[config.mk]
export PLATFORM = sky130hd
export DESIGN_NAME = mem_bus_bridge_flat
export DESIGN_NICKNAME = d
export VERILOG_FILES = /design/src/rtl/bus_pkg.sv /design/src/rtl/mem_bus_bridge_if.sv /design/src/rtl/bus_wait_timer.sv /design/src/rtl/mem_bus_bridge.sv /design/src/flat_wrapper.sv
export SDC_FILE = /design/constraint.sdc
export NUM_CORES = 1
export LEC_CHECK = 0
export ABC_AREA = 1
export BUFFER_PORTS_ARGS = -buffer_cell sky130_fd_sc_hd__buf_2
export CELL_PAD_IN_SITES_DETAIL_PLACEMENT = 0
export CELL_PAD_IN_SITES_GLOBAL_PLACEMENT = 1
export CORE_UTILIZATION = 34
export CTS_CLUSTER_DIAMETER = 100
export DETAILED_ROUTE_END_ITERATION = 16
export PLACE_DENSITY = 0.81
export SLEW_MARGIN = 10
export SYNTH_ARGS = -nofsm -noshare
export SYNTH_HDL_FRONTEND = slang
export SYNTH_SLANG_ARGS = --single-unit
[constraint.sdc]
create_clock -name Clock -period 1.8 [get_ports Clock]
set_clock_uncertainty 0.2 [all_clocks]
set_input_delay 0.09 -clock Clock [delete_from_list [all_inputs] [get_ports Clock]]
set_output_delay 0.09 -clock Clock [all_outputs]
set_load 0.02 [all_outputs]
[src/rtl/bus_pkg.sv]
// rtl/bus_pkg.sv - shared types and constants for the core bus bridge
package bus_pkg;

  typedef enum logic [2:0] {
    IDLE    = 3'd0,
    ADDR    = 3'd1,
    RAM_ACC = 3'd2,
    IO_ACC  = 3'd3,
    HOLD    = 3'd4
  } bus_state_t;

  typedef enum logic {
    REG_RAM = 1'b0,
    REG_IO  = 1'b1
  } region_t;

  localparam logic [15:0] BUS_ERR_DATA    = 16'hFFFF;
  localparam logic [15:0] DEFAULT_IO_BASE = 16'hFC00;

  // Unsigned full-width compare; everything at or above io_base is IO.
  function automatic region_t decode_region(input logic [15:0] addr,
                                            input logic [15:0] io_base);
    return (addr >= io_base) ? REG_IO : REG_RAM;
  endfunction

endpackage

[src/rtl/mem_bus_bridge_if.sv]
// rtl/mem_bus_bridge_if.sv - core bus, RAM and IO signal bundle
interface mem_bus_bridge_if #(
  parameter int ADDR_W = 16
);
  logic [ADDR_W-1:0] Data_out;
  logic              ALE;
  logic              nME;
  logic              RnW;
  logic [ADDR_W-1:0] Data_in;
  logic              nWait;
  logic [ADDR_W-1:0] MemAddr;
  logic [ADDR_W-1:0] MemWData;
  logic [ADDR_W-1:0] MemRData;
  logic              MemRe;
  logic              MemWe;
  logic [ADDR_W-1:0] IoAddr;
  logic [ADDR_W-1:0] IoWData;
  logic [ADDR_W-1:0] IoRData;
  logic              IoRe;
  logic              IoWe;
  logic              IoReady;
  logic              BusErr;

  // master: core plus RAM/IO fabric around the bridge
  modport master (
    output Data_out, ALE, nME, RnW, MemRData, IoRData, IoReady,
    input  Data_in, nWait, MemAddr, MemWData, MemRe, MemWe,
           IoAddr, IoWData, IoRe, IoWe, BusErr
  );

  modport slave (
    input  Data_out, ALE, nME, RnW, MemRData, IoRData, IoReady,
    output Data_in, nWait, MemAddr, MemWData, MemRe, MemWe,
           IoAddr, IoWData, IoRe, IoWe, BusErr
  );
endinterface

[src/rtl/bus_wait_timer.sv]
// rtl/bus_wait_timer.sv - 4-bit loadable down-counter with zero flag
module bus_wait_timer (
  input  logic       clk_i,
  input  logic       rst_ni,
  input  logic       load_i,
  input  logic [3:0] load_val_i,
  input  logic       en_i,
  output logic       zero_o
);

  logic [3:0] cnt_q;
  logic [3:0] cnt_d;

  always_comb begin
    cnt_d = cnt_q;
    if (load_i) begin
      cnt_d = load_val_i;
    end else if (en_i && (cnt_q != 4'd0)) begin
      cnt_d = cnt_q - 4'd1;
    end
  end

  always_ff @(posedge clk_i) begin
    if (!rst_ni) begin
      cnt_q <= 4'd0;
    end else begin
      cnt_q <= cnt_d;
    end
  end

  assign zero_o = (cnt_q == 4'd0);

endmodule

[src/rtl/mem_bus_bridge.sv]
// rtl/mem_bus_bridge.sv - demultiplexes the core address/data bus onto RAM and IO
module mem_bus_bridge
  import bus_pkg::*;
#(
  parameter int          ADDR_W     = 16,
  parameter int unsigned RAM_WAIT   = 1,
  parameter logic [15:0] IO_BASE    = DEFAULT_IO_BASE,
  parameter int unsigned IO_TIMEOUT = 15
) (
  input logic         Clock,
  input logic         nReset,
  mem_bus_bridge_if.slave bus
);

  localparam logic [2:0] ST_IDLE    = IDLE;
  localparam logic [2:0] ST_ADDR    = ADDR;
  localparam logic [2:0] ST_RAM_ACC = RAM_ACC;
  localparam logic [2:0] ST_IO_ACC  = IO_ACC;
  localparam logic [2:0] ST_HOLD    = HOLD;

  localparam logic [3:0]        RAM_WAIT_L   = 4'(RAM_WAIT);
  localparam logic [3:0]        IO_TIMEOUT_L = 4'(IO_TIMEOUT);
  localparam logic [ADDR_W-1:0] ERR_DATA     = ADDR_W'(BUS_ERR_DATA);

  logic [2:0]        state_q, state_d;
  logic [ADDR_W-1:0] addr_q, addr_d;
  logic [ADDR_W-1:0] rdata_q, rdata_d;
  logic [ADDR_W-1:0] mem_wdata_q, mem_wdata_d;
  logic [ADDR_W-1:0] io_wdata_q, io_wdata_d;
  logic              nwait_q, nwait_d;
  logic              mem_re_q, mem_re_d;
  logic              mem_we_q, mem_we_d;
  logic              io_re_q, io_re_d;
  logic              io_we_q, io_we_d;
  logic              bus_err_q, bus_err_d;
  logic              rd_q, rd_d;

  logic       tmr_load;
  logic [3:0] tmr_load_val;
  logic       tmr_en;
  logic       tmr_zero;
  region_t    region;

  assign region = decode_region(16'(addr_q), IO_BASE);

  bus_wait_timer u_timer (
    .clk_i      (Clock),
    .rst_ni     (nReset),
    .load_i     (tmr_load),
    .load_val_i (tmr_load_val),
    .en_i       (tmr_en),
    .zero_o     (tmr_zero)
  );

  always_comb begin
    state_d      = state_q;
    addr_d       = addr_q;
    rdata_d      = rdata_q;
    mem_wdata_d  = mem_wdata_q;
    io_wdata_d   = io_wdata_q;
    nwait_d      = nwait_q;
    mem_re_d     = 1'b0;
    mem_we_d     = 1'b0;
    io_re_d      = io_re_q;
    io_we_d      = io_we_q;
    bus_err_d    = 1'b0;
    rd_d         = rd_q;
    tmr_load     = 1'b0;
    tmr_load_val = RAM_WAIT_L;
    tmr_en       = 1'b0;

    case (state_q)
      ST_IDLE: begin
        if (bus.ALE) begin
          addr_d  = bus.Data_out;
          state_d = ST_ADDR;
        end
      end

      ST_ADDR: begin
        if (bus.ALE) begin
          addr_d = bus.Data_out;
        end else if (!bus.nME) begin
          nwait_d  = 1'b0;
          rd_d     = bus.RnW;
          tmr_load = 1'b1;
          if (region == REG_IO) begin
            io_re_d      = bus.RnW;
            io_we_d      = !bus.RnW;
            io_wdata_d   = bus.Data_out;
            tmr_load_val = IO_TIMEOUT_L;
            state_d      = ST_IO_ACC;
          end else begin
            mem_re_d = bus.RnW;
            mem_we_d = !bus.RnW;
            if (!bus.RnW) begin
              mem_wdata_d = bus.Data_out;
            end
            state_d = ST_RAM_ACC;
          end
        end
      end

      ST_RAM_ACC: begin
        // Abort takes priority over completion; read data is left untouched.
        if (bus.nME) begin
          nwait_d = 1'b1;
          state_d = ST_IDLE;
        end else if (tmr_zero) begin
          if (rd_q) begin
            rdata_d = bus.MemRData;
          end
          nwait_d = 1'b1;
          state_d = ST_HOLD;
        end else begin
          tmr_en = 1'b1;
        end
      end

      ST_IO_ACC: begin
        if (bus.nME) begin
          io_re_d = 1'b0;
          io_we_d = 1'b0;
          nwait_d = 1'b1;
          state_d = ST_IDLE;
        end else if (bus.IoReady) begin
          if (rd_q) begin
            rdata_d = bus.IoRData;
          end
          io_re_d = 1'b0;
          io_we_d = 1'b0;
          nwait_d = 1'b1;
          state_d = ST_HOLD;
        end else if (tmr_zero) begin
          if (rd_q) begin
            rdata_d = ERR_DATA;
          end
          io_re_d   = 1'b0;
          io_we_d   = 1'b0;
          bus_err_d = 1'b1;
          nwait_d   = 1'b1;
          state_d   = ST_HOLD;
        end else begin
          tmr_en = 1'b1;
        end
      end

      ST_HOLD: begin
        if (bus.nME) begin
          if (bus.ALE) begin
            addr_d  = bus.Data_out;
            state_d = ST_ADDR;
          end else begin
            state_d = ST_IDLE;
          end
        end
      end

      default: begin
        io_re_d = 1'b0;
        io_we_d = 1'b0;
        nwait_d = 1'b1;
        state_d = ST_IDLE;
      end
    endcase
  end

  always_ff @(posedge Clock) begin
    if (!nReset) begin
      state_q     <= ST_IDLE;
      addr_q      <= '0;
      rdata_q     <= '0;
      mem_wdata_q <= '0;
      io_wdata_q  <= '0;
      nwait_q     <= 1'b1;
      mem_re_q    <= 1'b0;
      mem_we_q    <= 1'b0;
      io_re_q     <= 1'b0;
      io_we_q     <= 1'b0;
      bus_err_q   <= 1'b0;
      rd_q        <= 1'b0;
    end else begin
      state_q     <= state_d;
      addr_q      <= addr_d;
      rdata_q     <= rdata_d;
      mem_wdata_q <= mem_wdata_d;
      io_wdata_q  <= io_wdata_d;
      nwait_q     <= nwait_d;
      mem_re_q    <= mem_re_d;
      mem_we_q    <= mem_we_d;
      io_re_q     <= io_re_d;
      io_we_q     <= io_we_d;
      bus_err_q   <= bus_err_d;
      rd_q        <= rd_d;
    end
  end

  assign bus.Data_in  = rdata_q;
  assign bus.nWait    = nwait_q;
  assign bus.MemAddr  = addr_q;
  assign bus.MemWData = mem_wdata_q;
  assign bus.MemRe    = mem_re_q;
  assign bus.MemWe    = mem_we_q;
  assign bus.IoAddr   = addr_q;
  assign bus.IoWData  = io_wdata_q;
  assign bus.IoRe     = io_re_q;
  assign bus.IoWe     = io_we_q;
  assign bus.BusErr   = bus_err_q;

endmodule

[src/flat_wrapper.sv]
// flat-port wrapper written by rule: the top's interface ports become plain ports
module mem_bus_bridge_flat import bus_pkg::*;
#(
  parameter int          ADDR_W     = 16,
  parameter int unsigned RAM_WAIT   = 1,
  parameter logic [15:0] IO_BASE    = DEFAULT_IO_BASE,
  parameter int unsigned IO_TIMEOUT = 15
)
  (Clock, nReset, bus_Data_out, bus_ALE, bus_nME, bus_RnW, bus_MemRData, bus_IoRData, bus_IoReady, bus_Data_in, bus_nWait, bus_MemAddr, bus_MemWData, bus_MemRe, bus_MemWe, bus_IoAddr, bus_IoWData, bus_IoRe, bus_IoWe, bus_BusErr);
  mem_bus_bridge_if #(.ADDR_W(ADDR_W)) bus_i ();
  input logic Clock;
  input logic nReset;
  input wire logic [$bits(bus_i.Data_out)-1:0] bus_Data_out;
  input wire logic [$bits(bus_i.ALE)-1:0] bus_ALE;
  input wire logic [$bits(bus_i.nME)-1:0] bus_nME;
  input wire logic [$bits(bus_i.RnW)-1:0] bus_RnW;
  input wire logic [$bits(bus_i.MemRData)-1:0] bus_MemRData;
  input wire logic [$bits(bus_i.IoRData)-1:0] bus_IoRData;
  input wire logic [$bits(bus_i.IoReady)-1:0] bus_IoReady;
  output wire logic [$bits(bus_i.Data_in)-1:0] bus_Data_in;
  output wire logic [$bits(bus_i.nWait)-1:0] bus_nWait;
  output wire logic [$bits(bus_i.MemAddr)-1:0] bus_MemAddr;
  output wire logic [$bits(bus_i.MemWData)-1:0] bus_MemWData;
  output wire logic [$bits(bus_i.MemRe)-1:0] bus_MemRe;
  output wire logic [$bits(bus_i.MemWe)-1:0] bus_MemWe;
  output wire logic [$bits(bus_i.IoAddr)-1:0] bus_IoAddr;
  output wire logic [$bits(bus_i.IoWData)-1:0] bus_IoWData;
  output wire logic [$bits(bus_i.IoRe)-1:0] bus_IoRe;
  output wire logic [$bits(bus_i.IoWe)-1:0] bus_IoWe;
  output wire logic [$bits(bus_i.BusErr)-1:0] bus_BusErr;
  assign bus_i.Data_out = bus_Data_out;
  assign bus_i.ALE = bus_ALE;
  assign bus_i.nME = bus_nME;
  assign bus_i.RnW = bus_RnW;
  assign bus_i.MemRData = bus_MemRData;
  assign bus_i.IoRData = bus_IoRData;
  assign bus_i.IoReady = bus_IoReady;
  assign bus_Data_in = bus_i.Data_in;
  assign bus_nWait = bus_i.nWait;
  assign bus_MemAddr = bus_i.MemAddr;
  assign bus_MemWData = bus_i.MemWData;
  assign bus_MemRe = bus_i.MemRe;
  assign bus_MemWe = bus_i.MemWe;
  assign bus_IoAddr = bus_i.IoAddr;
  assign bus_IoWData = bus_i.IoWData;
  assign bus_IoRe = bus_i.IoRe;
  assign bus_IoWe = bus_i.IoWe;
  assign bus_BusErr = bus_i.BusErr;
  mem_bus_bridge #(.ADDR_W(ADDR_W), .RAM_WAIT(RAM_WAIT), .IO_BASE(IO_BASE), .IO_TIMEOUT(IO_TIMEOUT)) u_core (.Clock(Clock), .nReset(nReset), .bus(bus_i));
endmodule
[Word level (Yosys, flattened, before mapping)]
Index checks and enable logic that the tools add are counted.
Storage, ports and cells
  bits in registers: 78
  input bits: 54
  output and inout port bits: 86
  logic and storage cells: 118
Cells by class
  add/subtract/negate cells: 1
  $lt $le $gt $ge: 1
  eq/ne operators: 16
  mux-type cells: 57
  bitwise logic cells: 9
  reductions and logical operators: 21
Operators with widths (number)
  16-bit 2-to-1 mux: 10
  16-bit case mux with 2 select lines: 2
  1-bit 2-to-1 mux: 26
  3-bit 2-to-1 mux: 8
  4-bit 2-to-1 mux: 6
  16-bit >= comparator (second input constant): 1
  3-bit case mux with 5 select lines: 1
  2-bit inequality test (second input constant): 6
  5-bit AND reduction: 2
  1-bit inverter: 9
  2-bit by 1-bit inequality test with 1-bit output (second input constant): 4
  4-bit AND reduction: 2
  7-bit AND reduction: 1
  3-bit by 2-bit == test with 1-bit output (second input constant): 2
  1-bit case mux with 3 select lines: 2
  3-bit AND reduction: 2
  2-bit nonzero test: 3
  5-bit OR reduction: 1
  4-bit logical NOT: 1
  4-bit by 3-bit inequality test with 1-bit output (second input constant): 1
  1-bit case mux with 4 select lines: 1
  4-bit nonzero test: 1
  2-bit OR reduction: 2
  4-bit OR reduction: 1
  other kinds (10): 10

[Logic depth before layout (Yosys ltp)]
Gate-level depths: netlist of run 1.
  word-level depth: 8
  depth in mapped cells: 10
  mapped depth without buffers: 9

[Modules after synthesis]
From an unflattened synthesis of run 1, not the netlist that was laid out.
Unflattened totals
  cell total of the unflattened synthesis: 483
  area total of the unflattened synthesis: 3484.6 µm²
Modules (own cells, without submodules)
  mem_bus_bridge: instances 1, cells an instance 442, area each 3210.6 µm², seq. area each 1481.4 µm²
  bus_wait_timer: instances 1, cells an instance 41, area each 274.0 µm², seq. area each 80.1 µm²

[Least setup slack after synthesis of run 1]
OpenSTA, ideal clock, no wires.
  kind: register to register
  from: reg u_core.addr_q[13], in the netlist u_core.bus.IoAddr[13]
  to: reg u_core.io_wdata_q[10], in the netlist u_core.bus.IoWData[10]
  library setup time: 0.132 ns
  arrival: 1.360 ns
  required time: 1.468 ns
  setup slack: 0.108 ns
  stages on the path, launching flop included: 9
  buffers on the path: 1
  clock period less this slack: 1.692 ns
  path through: dfxtp_1 -> nand2_1 -> nor2_1 -> nand2_1 -> clkinv_2 -> nand3_4 -> buf_4 -> nand2_1 -> a21oi_1
Between the ends
  cells in the longest elaborated chain, start to end: 3
Ends and longest elaborated chain
  start, declared: line mem_bus_bridge.sv:26  | logic [ADDR_W-1:0] addr_q, addr_d;
  start signal, assigned: line mem_bus_bridge.sv:184  | addr_q <= addr_d;
  16-bit >= comparator: line bus_pkg.sv:23  | return (addr >= io_base) ? REG_IO : REG_RAM;
  1-bit 2-to-1 mux: line bus_pkg.sv:23
  4-bit AND reduction (no source line)
  end signal, assigned: line mem_bus_bridge.sv:187  | io_wdata_q <= io_wdata_d;
  end, declared: line mem_bus_bridge.sv:29  | logic [ADDR_W-1:0] io_wdata_q, io_wdata_d;
Every way passes these cells.
A chain may end at the register's enable or synchronous reset.

[Worst setup path after layout of run 1]
  from: reg u_core.u_timer.cnt_q[1]
  to: reg u_core.rdata_q[11], in the netlist u_core.bus.Data_in[11]
Between the ends
  cells in the longest elaborated chain, start to end: 3
  elaborated cells between the ends (all ways): 4
  those cells by class: eq/ne (2); reduce/logical (2)
Ends and longest elaborated chain
  start, declared: line bus_wait_timer.sv:11  | logic [3:0] cnt_q;
  start signal, assigned: line bus_wait_timer.sv:27  | cnt_q <= cnt_d;
  4-bit logical NOT (*): line bus_wait_timer.sv:31  | assign zero_o = (cnt_q == 4'd0);
  3-bit by 2-bit inequality test with 1-bit output (no source line) / 2-bit by 1-bit inequality test with 1-bit output (equally long branches)
  7-bit AND reduction (no source line) (*)
  end signal, assigned: line mem_bus_bridge.sv:185  | rdata_q <= rdata_d;
  end, declared: line mem_bus_bridge.sv:27  | logic [ADDR_W-1:0] rdata_q, rdata_d;
Every way passes the cells marked *; elsewhere a longest branch is shown, timed or not.

==> results.md, run 1 <==
* Worst path depth at 10
* CP endpoint: u_core.bus.Data_in[11]
* WP data required at between 1.5 and 2 ns
* R2R setup slack at 0.06 ns
* Switching Fraction at 36.1%
* Crit Path Category: flop to flop
* Worst-case reg-to-reg path depth at 10
* Area post-placement at 4430 um2
* FFs w/ async S/R, synth at 0%
* Netlist Area Pre-Place at 3730 um2
* CTS Root Cell: clkbuf_8
* Initial drt markers at 183
* Residual DRC at 0
* Outcome: complete, no violations
* Pint at 0.00338 W
* Synth top area share at a little over two fifths
* ANT nets after route at 0
* Area grow syn2layout at 42.2%
* Post-Layout Inst Area at approximately 5300 um2
* CP startpoint kind: flop
* Routed vias at roughly 3900
* GP Congestion at just over 0.8
* Critical Path Fanout Max at 8
* Post-route worst setup slack at 0.0636 ns
* Setup Buffers After CTS at 0
* Comb power frac at about a third
* Hold crit path type: primary input to flop
* Flops & latches, synth at a little under 80
* CTS sink cnt at around 80
* Final setup violating endpoints at 0
* Fmax at 576 MHz
* Die area at ~11000 um2
* I/O Buffers at between 100 and 150
* FF-to-FF End: u_core.bus.Data_in[11]
* Final Max Tran Viols at 0
* Top FF cell, synth: dfxtp_1
* Gr ovfl total at 0
* Worst-Margin Slew at around 0.32 ns
* Die width at 107 um
* Finished Core Util at between 50 and 60%
* Synth warn at 0
* Initial Util at between 30% and 40%
* Routed wire length per instance at about 14 um
* CTS H-tree depth at 3
* Reg clk slew, reported paths at roughly 0.080 ns
* CP max-delay cell: dfxtp_1
* # rows at 37
* Die Y at roughly 110 um
* Final hold violation count at 0
* Antenna violations before repair at 0
* Maximum VDD drop at about 530 uV
* All-layer global routing usage at between 10% and 20%
* Critical path buffer and inverter count at 3
* FF-to-FF Start: u_core.u_timer.cnt_q[1]
* EDFF count, synth at 0
* Syn nets at between 500 and 600
* Final nets at 731
* Clk_lat worst skew at ~0.36 ns
* Max_slew headroom at approximately 80%
* Vias per cell at between 4 and 5
* Crit. End Element: flop
* CORE AREA at 10500 um2
* Delay-heaviest family, CP: simple AND/OR/NAND/NOR gates
* Post-synth top cells: nand2_1 (88), dfxtp_1 (78), nor2_1 (69)
* Crit path largest cell delay at around 0.33 ns
* CTS tree: yes
* Share of cells above drive strength 1 at 32.9%
* Drt first pass iters at 5
* Vias in the first global route at ~3400
* Area leader, netlist: dfxtp_1
* Synth unique cells at 27
* Most frequent cell after synthesis: nand2_1
* CP startpoint: u_core.u_timer.cnt_q[1]
* HPWL Detailed at 7530 um
* Post-layout minimum cycle time at approximately 1.7 ns
* Num CTS Buffers at 9
* Crit path cell chain: inv_2 > ha_4 > inv_1 > nor2_2 > a21oi_2 > nor2_4 > clkbuf_16 > nand3b_1 > nand2_1 > nor2_1
* Detailed Route WL at between 10000 and 15000 um
* Largest net degree at the start of global routing at 46
* Global-route wire length before repair at 17100 um
* Antenna Cells at 0
* Clk buf depth at 2
* Pre-CTS setup slack at -0.116 ns
* Clk network pwr share at around 29%
* Hold WS at about 0.015 ns
* Post-synthesis sequential area ratio at about two fifths
* # Max-Cap Violations at 0
* Syn Inst Count at 499
* Arrival time worst endpoint at 1.78 ns
* Leak Pwr at around 2.5 nW
* Pwr dens at 999 nW/um2
* Sequential Power Share at between 30% and 40%
* Area contributors post-synth: dfxtp_1 (42%), nand2_1 (8.9%), nor2_1 (7.0%)
* Crit share post-route at ~96%
* Top Ports at 140
* Syn Area/Cell at 7.47 um2
* Sw Pwr at ~0.0019 W
==> power by group through the flow <==
| stage | clock [W] | sequential [W] | combinational (W) |
|---|---|---|---|
| floorplan | 0 | 0.00227 | 0.00103 |
| global placement | 0 | 0.00209 | 0.00157 |
| detailed placement | 0 | 0.00210 | 0.00158 |
| CTS | 0.00154 | 0.00207 | 0.00169 |
| global route | 0.00164 | 0.00210 | 0.00187 |
| finish | 0.00151 | 0.00207 | 0.00171 |
==> state kept, by name (all words and copies together) (netlist names) <==
| name | flops |
|---|---|
| u_core.bus.IoWe | 1 |
| u_core.state_q | 3 |
| u_core.bus.MemWData | 16 |
| u_core.bus.MemWe | 1 |
| u_core.u_timer.cnt_q | 4 |
| u_core.bus.IoWData | 16 |
| u_core.bus.BusErr | 1 |
| u_core.rd_q | 1 |
| u_core.bus.MemRe | 1 |
| u_core.bus.IoRe | 1 |
| u_core.bus.IoAddr | 16 |
| u_core.bus.nWait | 1 |
| u_core.bus.Data_in | 16 |
==> how the worst min path moves through the flow <==
stage	from	end	slack (ns)	cells after the start
after floorplan	bus_RnW	u_core.bus.MemRe	0.02	2
after global placement	bus_Data_out[11]	u_core.bus.MemWData[11]	0.17	3
after detailed placement	bus_Data_out[10]	u_core.bus.MemWData[10]	0.18	3
after CTS	bus_IoRData[5]	u_core.bus.Data_in[5]	0.00009	6
after global routing	bus_ALE	u_core.bus.IoAddr[12]	0.04	4
final	bus_IoRData[5]	u_core.bus.Data_in[5]	0.02	6
==> what timing repair did <==
item,in CTS,in global routing
pin swaps,1,3
endpoints found under the hold margin,72,0
resized for setup,3,16
cloned,1,3
setup endpoints to repair,16,53
hold buffers,52,0
==> layout by cell type, fill, tap and decap left out, types with 2 or more instances in the layout <==
cell type and n:
nor2_1 67, inv_6 2, nand3b_1 16, nand2_1 87, dlygate4sd3_1 52, buf_2 139, o21ai_0 46, nor2_2 7
dfxtp_2 4, inv_1 30, nor2_4 3, nor3_1 2, nand3_4 5, a21oi_2 11, clkbuf_8 10, nand4_1 18
buf_4 12, nand3_1 11, dfxtp_1 74, buf_6 2, buf_12 3, nand2_2 4, clkinv_2 2, clkbuf_16 2
a21oi_1 42, inv_2 9, bufinv_16 2, o21ai_1 10, nand3_2 3
==> cell type report <==
cell class,count,area [um2]
inverters,41,158
flip-flops and latches,78,1570
repair buffers,210,1440
multi-input cells,336,1740
well taps,136,170
fillers,1055,5160
clock buffers,10,138
clock inverters,6,91.3
==> kinds of logic after synthesis <==
| family | Yosys count | synth area share [%] |
|---|---|---|
| compound gates | 111 | 16.0 |
| simple gates | 223 | 28.9 |
| flops | 78 | 41.9 |
| buf+inv | 86 | 12.8 |
| fa+ha+maj | 1 | 0.336 |
==> worst min-delay path, stage by stage <==
cell and delay [ns]:
buf_2 0.08, o21ai_0 0.06, nand2_1 0.08, nand3b_1 0.10, nand2_1 0.04, nor2_1 0.08
==> layer usage <==
metal	routed length, um	vias to the layer above	global-route usage, %	share of wire, %
li1	-	1982	-	-
met1	5310	1776	26.0	47
met2	5160	114	29.8	46
met3	552	17	4.19	4.9
met4	201	0	7.14	1.8
met5	0	-	0	0
==> stage by stage <==
stage,total power [W],std cells,setup TNS (ns)
3_3_place_gp,0.00366,745,-0.304
4_1_cts,0.00530,814,0
5_1_grt,0.00561,817,-0.0247
2_1_floorplan,0.00330,499,0
3_5_place_dp,0.00368,745,-1.43
6_report,0.00530,817,0
Note: power is estimated with default switching activity, not from simulation.
==> run 2, diff against run 1 <==
- CTS_BUF_LIST: default -> sky130_fd_sc_hd__clkbuf_8 sky130_fd_sc_hd__clkbuf_16
- SETUP_SLACK_MARGIN: default -> 0.15
==> run 2 against run 1 <==
Against the previous run:
- count of clock-buffer cells in the layout decreased by 1
- global-route usage up 0.64 points
- maximum frequency grew 2.6%
- cell count up 0.86%
- register-to-register slack improved by 0.04 ns
- non-clock buffer count is 5 higher
- critical endpoint is now u_core.bus.Data_in[9]
- largest power group unchanged
==> results.md, run 2 (synthesis results as in run 1) <==
* Initial drt markers at slightly below 300
* CP endpoint: u_core.bus.Data_in[9]
* CTS H-tree depth at 3
* Pint at 0.00315 W
* Share of cells above drive strength 1 at a little under two fifths
* Max_slew headroom at 67.6%
* CP startpoint: u_core.state_q[0]
* Area grow syn2layout at 45.8%
* HPWL Detailed at 7460 um
* Leak Pwr at ~2.5 nW
* Placed insts at around 740
* All-layer global routing usage at just under 20%
* Crit. End Element: flop
* HP Start: bus_MemRData[5]
* # Max-Cap Violations at 0
* Post-layout minimum cycle time at 1.69 ns
* Worst-case reg-to-reg path depth at 7
* Vias in the first global route at roughly 3500
* Gr ovfl total at 0
* Arrival time worst endpoint at around 1.8 ns
* Die area at 11400 um2
* Largest net degree at the start of global routing at 33
* Vias per cell at about 5
* Top Ports at 140
* Routed wire length per instance at between 10 and 15 um
* Hold crit path type: primary input to flop
* Pwr Total at 0.00514 W
* Initial Util at a little over a third
* Hold WS at between 0.009 and 0.01 ns
* Busiest grt layer: met2
* CTS tree: yes
* Final hold violation count at 0
* Die Y at ~110 um
* WP data required at roughly 1.9 ns
* Critical Path Fanout Max at 12
* Reg clk slew, reported paths at about 0.080 ns
* R2R setup slack at between 0.1 and 0.15 ns
* Crit Path Category: flop to flop
* FF-to-FF End: u_core.bus.Data_in[9]
* Sw Pwr at 0.00199 W
* Global-route wire length before repair at about 18000 um
* Final setup violating endpoints at 0
* Worst-Margin Slew at roughly 0.49 ns
* Setup TNS at 0 ns
* Maximum VDD drop at 469 uV
* Most common cell after layout, fill and taps aside: buf_2
* CORE AREA at 10500 um2
* CTS sink cnt at 78
* Outcome: complete, no violations
* Final Max Tran Viols at 0
* CP startpoint kind: flop
* I/O Buffers at roughly 140
* Switching Fraction at approximately two fifths
* RSZ-0062 raised after global routing: yes
* Antenna violations before repair at 0
* Antenna Cells at 0
* Detailed Route WL at approximately 12000 um
* Comb power frac at a little over a third
* Routed vias at ~4000
* ANT nets after route at 0
* Met2 Use GR at between 30% and 40%
* Drt first pass iters at 5
* Clk_lat worst skew at roughly 0.35 ns
* Crit share post-route at a little over nine tenths
* Post-route non-filler standard cell count at about 820
* Final-layout fill cell count at 1020
* GP Congestion at 0.805
* CTS Root Cell: clkbuf_8
* Finished Core Util at around half
* Die width at 107 um
* # rows at 37
* Clk network pwr share at between 20% and 30%
* Num CTS Buffers at 9
* Most frequent cells in the layout: buf_2 (139), nand2_1 (86), dfxtp_1 (67)
* Sequential Power Share at about two fifths
* Fmax at 591 MHz
* Final nets at 739
* Residual DRC at 0
* Clk buf depth at 2
* Pwr dens at about 950 nW/um2
* FF-to-FF Start: u_core.state_q[0]
* Met3 Resource Use GR at roughly 3.5%
* Met1 usage at 27.0%
run 2: changes by cell type in the layout (fill, tap and decap cells not counted), sizes merged:
cell / change
buf: +14
dlygate4sd3: -8
clkinvlp: +4
nand3: +3
bufinv: -2
clkbuf: -2
clkinv: -1
inv: -1
run 2: critical path: stages, from the launching register on:
cell and delay, ns:
dfxtp_4 0.39, nand2_1 0.10, nor2_4 0.16, buf_12 0.17, nand3_2 0.25, nand3b_1 0.19, nand2_1 0.07, nor2_2 0.12
run 2: final cells by class:
type | count | area [um2] | share of cell area (%)
clock buffer | 9 | 124 | 2.28
clock inverter | 6 | 40.0 | 0.737
inverter | 41 | 169 | 3.11
multi-input combinational | 339 | 1830 | 33.8
sequential | 78 | 1580 | 29.1
tap | 136 | 170 | 3.13
timing repair buffer | 215 | 1520 | 27.9
run 2: power by group through the flow:
| stage | clock network [W] | registers, W | logic [W] |
|---|---|---|---|
| final | 0.00116 | 0.00211 | 0.00187 |
| after global routing | 0.00127 | 0.00214 | 0.00204 |
| after CTS | 0.00118 | 0.00209 | 0.00169 |
| after detailed placement | 0 | 0.00212 | 0.00155 |
| after global placement | 0 | 0.00211 | 0.00155 |
| after floorplan | 0 | 0.00228 | 0.00103 |
run 2: per-stage QoR:
step           instance area, um2  setup slack [ns]
2_1_floorplan                3730             0.196
3_3_place_gp                 4440           -0.0435
3_5_place_dp                 4440            -0.123
4_1_cts                      5230            0.0982
5_1_grt                      5430            0.0286
6_report                     5430             0.107
run 2: what timing repair did:
item | CTS | global route
resized for setup | 24 | 28
setup buffers | 4 | 9
gates cloned | 4 | 4
hold buffers | 44 | 0
pin swaps | 17 | 12
hold endpoints to repair | 70 | 0
endpoints found under the setup margin | 37 | 45
run 2: how the worst min path moves through the flow:
stage	slack, ns	endpoint	depth (start not counted)
2_1_floorplan	0.02	u_core.bus.MemRe	2
3_3_place_gp	0.17	u_core.bus.MemWData[8]	3
5_1_grt	0.04	u_core.bus.IoAddr[10]	4
4_1_cts	0.002	u_core.bus.Data_in[5]	6
3_5_place_dp	0.17	u_core.bus.MemRe	3
6_report	0.009	u_core.bus.Data_in[5]	6
run 2: routing by layer:
metal / vias up / routed length (um)
met1: 1863 / 5450
met2: 150 / 5660
met5: - / 0
li1: 2002 / -
met4: 0 / 286
met3: 26 / 701
==> run 3, diff against run 2 <==
- CORE_ASPECT_RATIO: default -> 1.25
==> run 3 against run 2 <==
Against the previous run:
- non-clock buffer count rose by 2
- first-iteration DRC count is 49% lower
- hold slack lost 0.0090 ns
- die area is essentially flat
- design area grew 3.8%
- wire length is 3.0% lower
- core utilization increased by 1.2 points
==> results.md, run 3 (synthesis results as in run 1) <==
* Outcome: complete, no violations
* Register area at 1580 um2
* CP max-delay cell: dfxtp_2
* Gr ovfl total at 0
* Area grow syn2layout at 51.3%
* CP startpoint kind: flop
* Worst-Margin Slew at about 0.68 ns
* Crit path cell chain: inv_2 > ha_4 > buf_4 > nand3_4 > nand3_4 > a21oi_1 > nor2_1
* Vias in the first global route at 3670
* Die width at ~96 um
* Post-route non-filler standard cell count at between 800 and 900
* Antenna violations before repair at 0
* Crit share post-route at 92.8%
* Crit Path Category: flop to flop
* Post-Layout Inst Area at between 5000 and 6000 um2
* Die area at 11400 um2
* Pwr Total at around 0.0057 W
* CTS sink cnt at between 70 and 80
* Final hold violation count at 0
* Final setup violating endpoints at 0
* Routed vias at about 3900
* Crit path largest cell delay at around 0.33 ns
* Arrival time worst endpoint at between 1.5 and 2 ns
* CORE AREA at 10600 um2
* Final-layout fill cell count at 1006
* Initial drt markers at 147
* Clk buf depth at 2
* Final Max Tran Viols at 0
* CTS tree: yes
* Clk_lat worst skew at ~0.34 ns
* Max_slew headroom at 54.3%
* Top Ports at 140
* Crit. End Element: flop
* HPWL Detailed at 7050 um
* Hold crit path type: primary input to flop
* All-layer global routing usage at around 20%
* Detailed Route WL at 11700 um
* Fmax at approximately 600 MHz
* Multi-input logic area at around 1900 um2
* Most frequent cells in the layout: buf_2 (139), nand2_1 (86), dfxtp_1 (68)
* Num CTS Buffers at 9
* GP Congestion at 0.779
* # rows at 42
* Placed insts at 740
* Leak Pwr at between 2 and 3 nW
* Share of cells above drive strength 1 at a little under two fifths
* Largest net degree at the start of global routing at between 50 and 60
* ANT nets after route at 0
* Vias per cell at around 4.8
* Pwr dens at about 1000 nW/um2
* Area post-placement at 4420 um2
* CTS H-tree depth at 3
* Antenna Cells at 0
* Global-route wire length before repair at roughly 17000 um
* Reg clk slew, reported paths at ~0.060 ns
* Initial Util at 35.1%
* Residual DRC at 0
* Most common cell after layout, fill and taps aside: buf_2
* Drt first pass iters at 4
* RSZ-0062 raised after global routing: yes
* CTS Root Cell: clkbuf_16
* Post-layout minimum cycle time at 1.67 ns
* Routed wire length per instance at 14.2 um
* Critical Path Fanout Max at 8
* Maximum VDD drop at 557 uV
* WP data required at ~1.8 ns
* I/O Buffers at ~140
* Final nets at roughly 750
* Most frequent cell on the critical path: nand3_4
* Die Y at 119 um
* # Max-Cap Violations at 0
## run 3: changes by cell type in the layout (fill, tap and decap cells not counted), moves of 3 or more
| cell | before | now |
|---|---|---|
| buf_4 | 21 | 18 |
| clkbuf_16 | 1 | 10 |
| clkbuf_8 | 9 | 1 |
| dlygate4sd3_1 | 44 | 48 |
| nand3_4 | 7 | 11 |
## run 3: final timing paths
check,from,end,slack (ns),depth (start not counted)
setup reg to reg,u_core.u_timer.cnt_q[0],u_core.bus.Data_in[11],0.13,7
setup / recovery,u_core.u_timer.cnt_q[0],u_core.bus.Data_in[11],0.13,7
hold reg to reg,u_core.bus.IoWData[15],u_core.bus.IoWData[15],0.26,2
hold / removal,bus_IoRData[1],u_core.bus.Data_in[1],0.0004,6
## run 3: area by class of cell
type / instances / area share, %
Clock inverter: 6 / 0.666
Timing Repair inverter: 1 / 0.155
Multi-Input combinational cell: 342 / 33.6
Timing Repair Buffer: 217 / 27.2
Inverter: 41 / 3.17
Tap cell: 132 / 2.93
Clock buffer: 10 / 4.24
Sequential cell: 78 / 28.0
## run 3: critical path: cells and delay by family, from the launching register on
family                     cells  cell delay [ns]
and+or+nand+nor                3             0.44
DFF                            1             0.33
AOI/OAI and AO/OA              1             0.22
buffers and inverters          2             0.20
adders and majority gates      1             0.16
## run 3: timing repair
action                     in CTS  in global routing
hold buffers                   48                  0
buffers inserted                5                  6
pin swaps                       8                  8
resized for setup              30                 29
hold endpoints to repair       71                  0
setup endpoints to repair      53                 65
gates cloned                    7                  5
## run 3: per-stage QoR
step           hold WS, ns  worst slack (ns)  TNS (ns)  util, %
4_1_cts          0.0000130             0.161         0     51.2
3_5_place_dp         0.169           -0.0930     -1.26     41.6
6_report          0.000353             0.130         0     53.1
5_1_grt             0.0394            0.0814         0     53.1
3_3_place_gp         0.160          -0.00688   -0.0181     41.6
2_1_floorplan       0.0174             0.196         0        -
## run 3: power by group
group          total [W]  internal [W]  switching (W)
sequential       0.00211       0.00193       0.000174
combinational    0.00187      0.000704        0.00117
clock            0.00168      0.000965       0.000712
total            0.00566       0.00360        0.00205
## run 3: routing by layer
metal  global-route usage, %  vias to the layer above  wire (um)
met5                       0                        -          0
met4                    7.18                        0        232
met3                    5.56                       17        718
met2                    35.4                      122       6050
met1                    22.1                     1791       4730
li1                        -                     2016          -
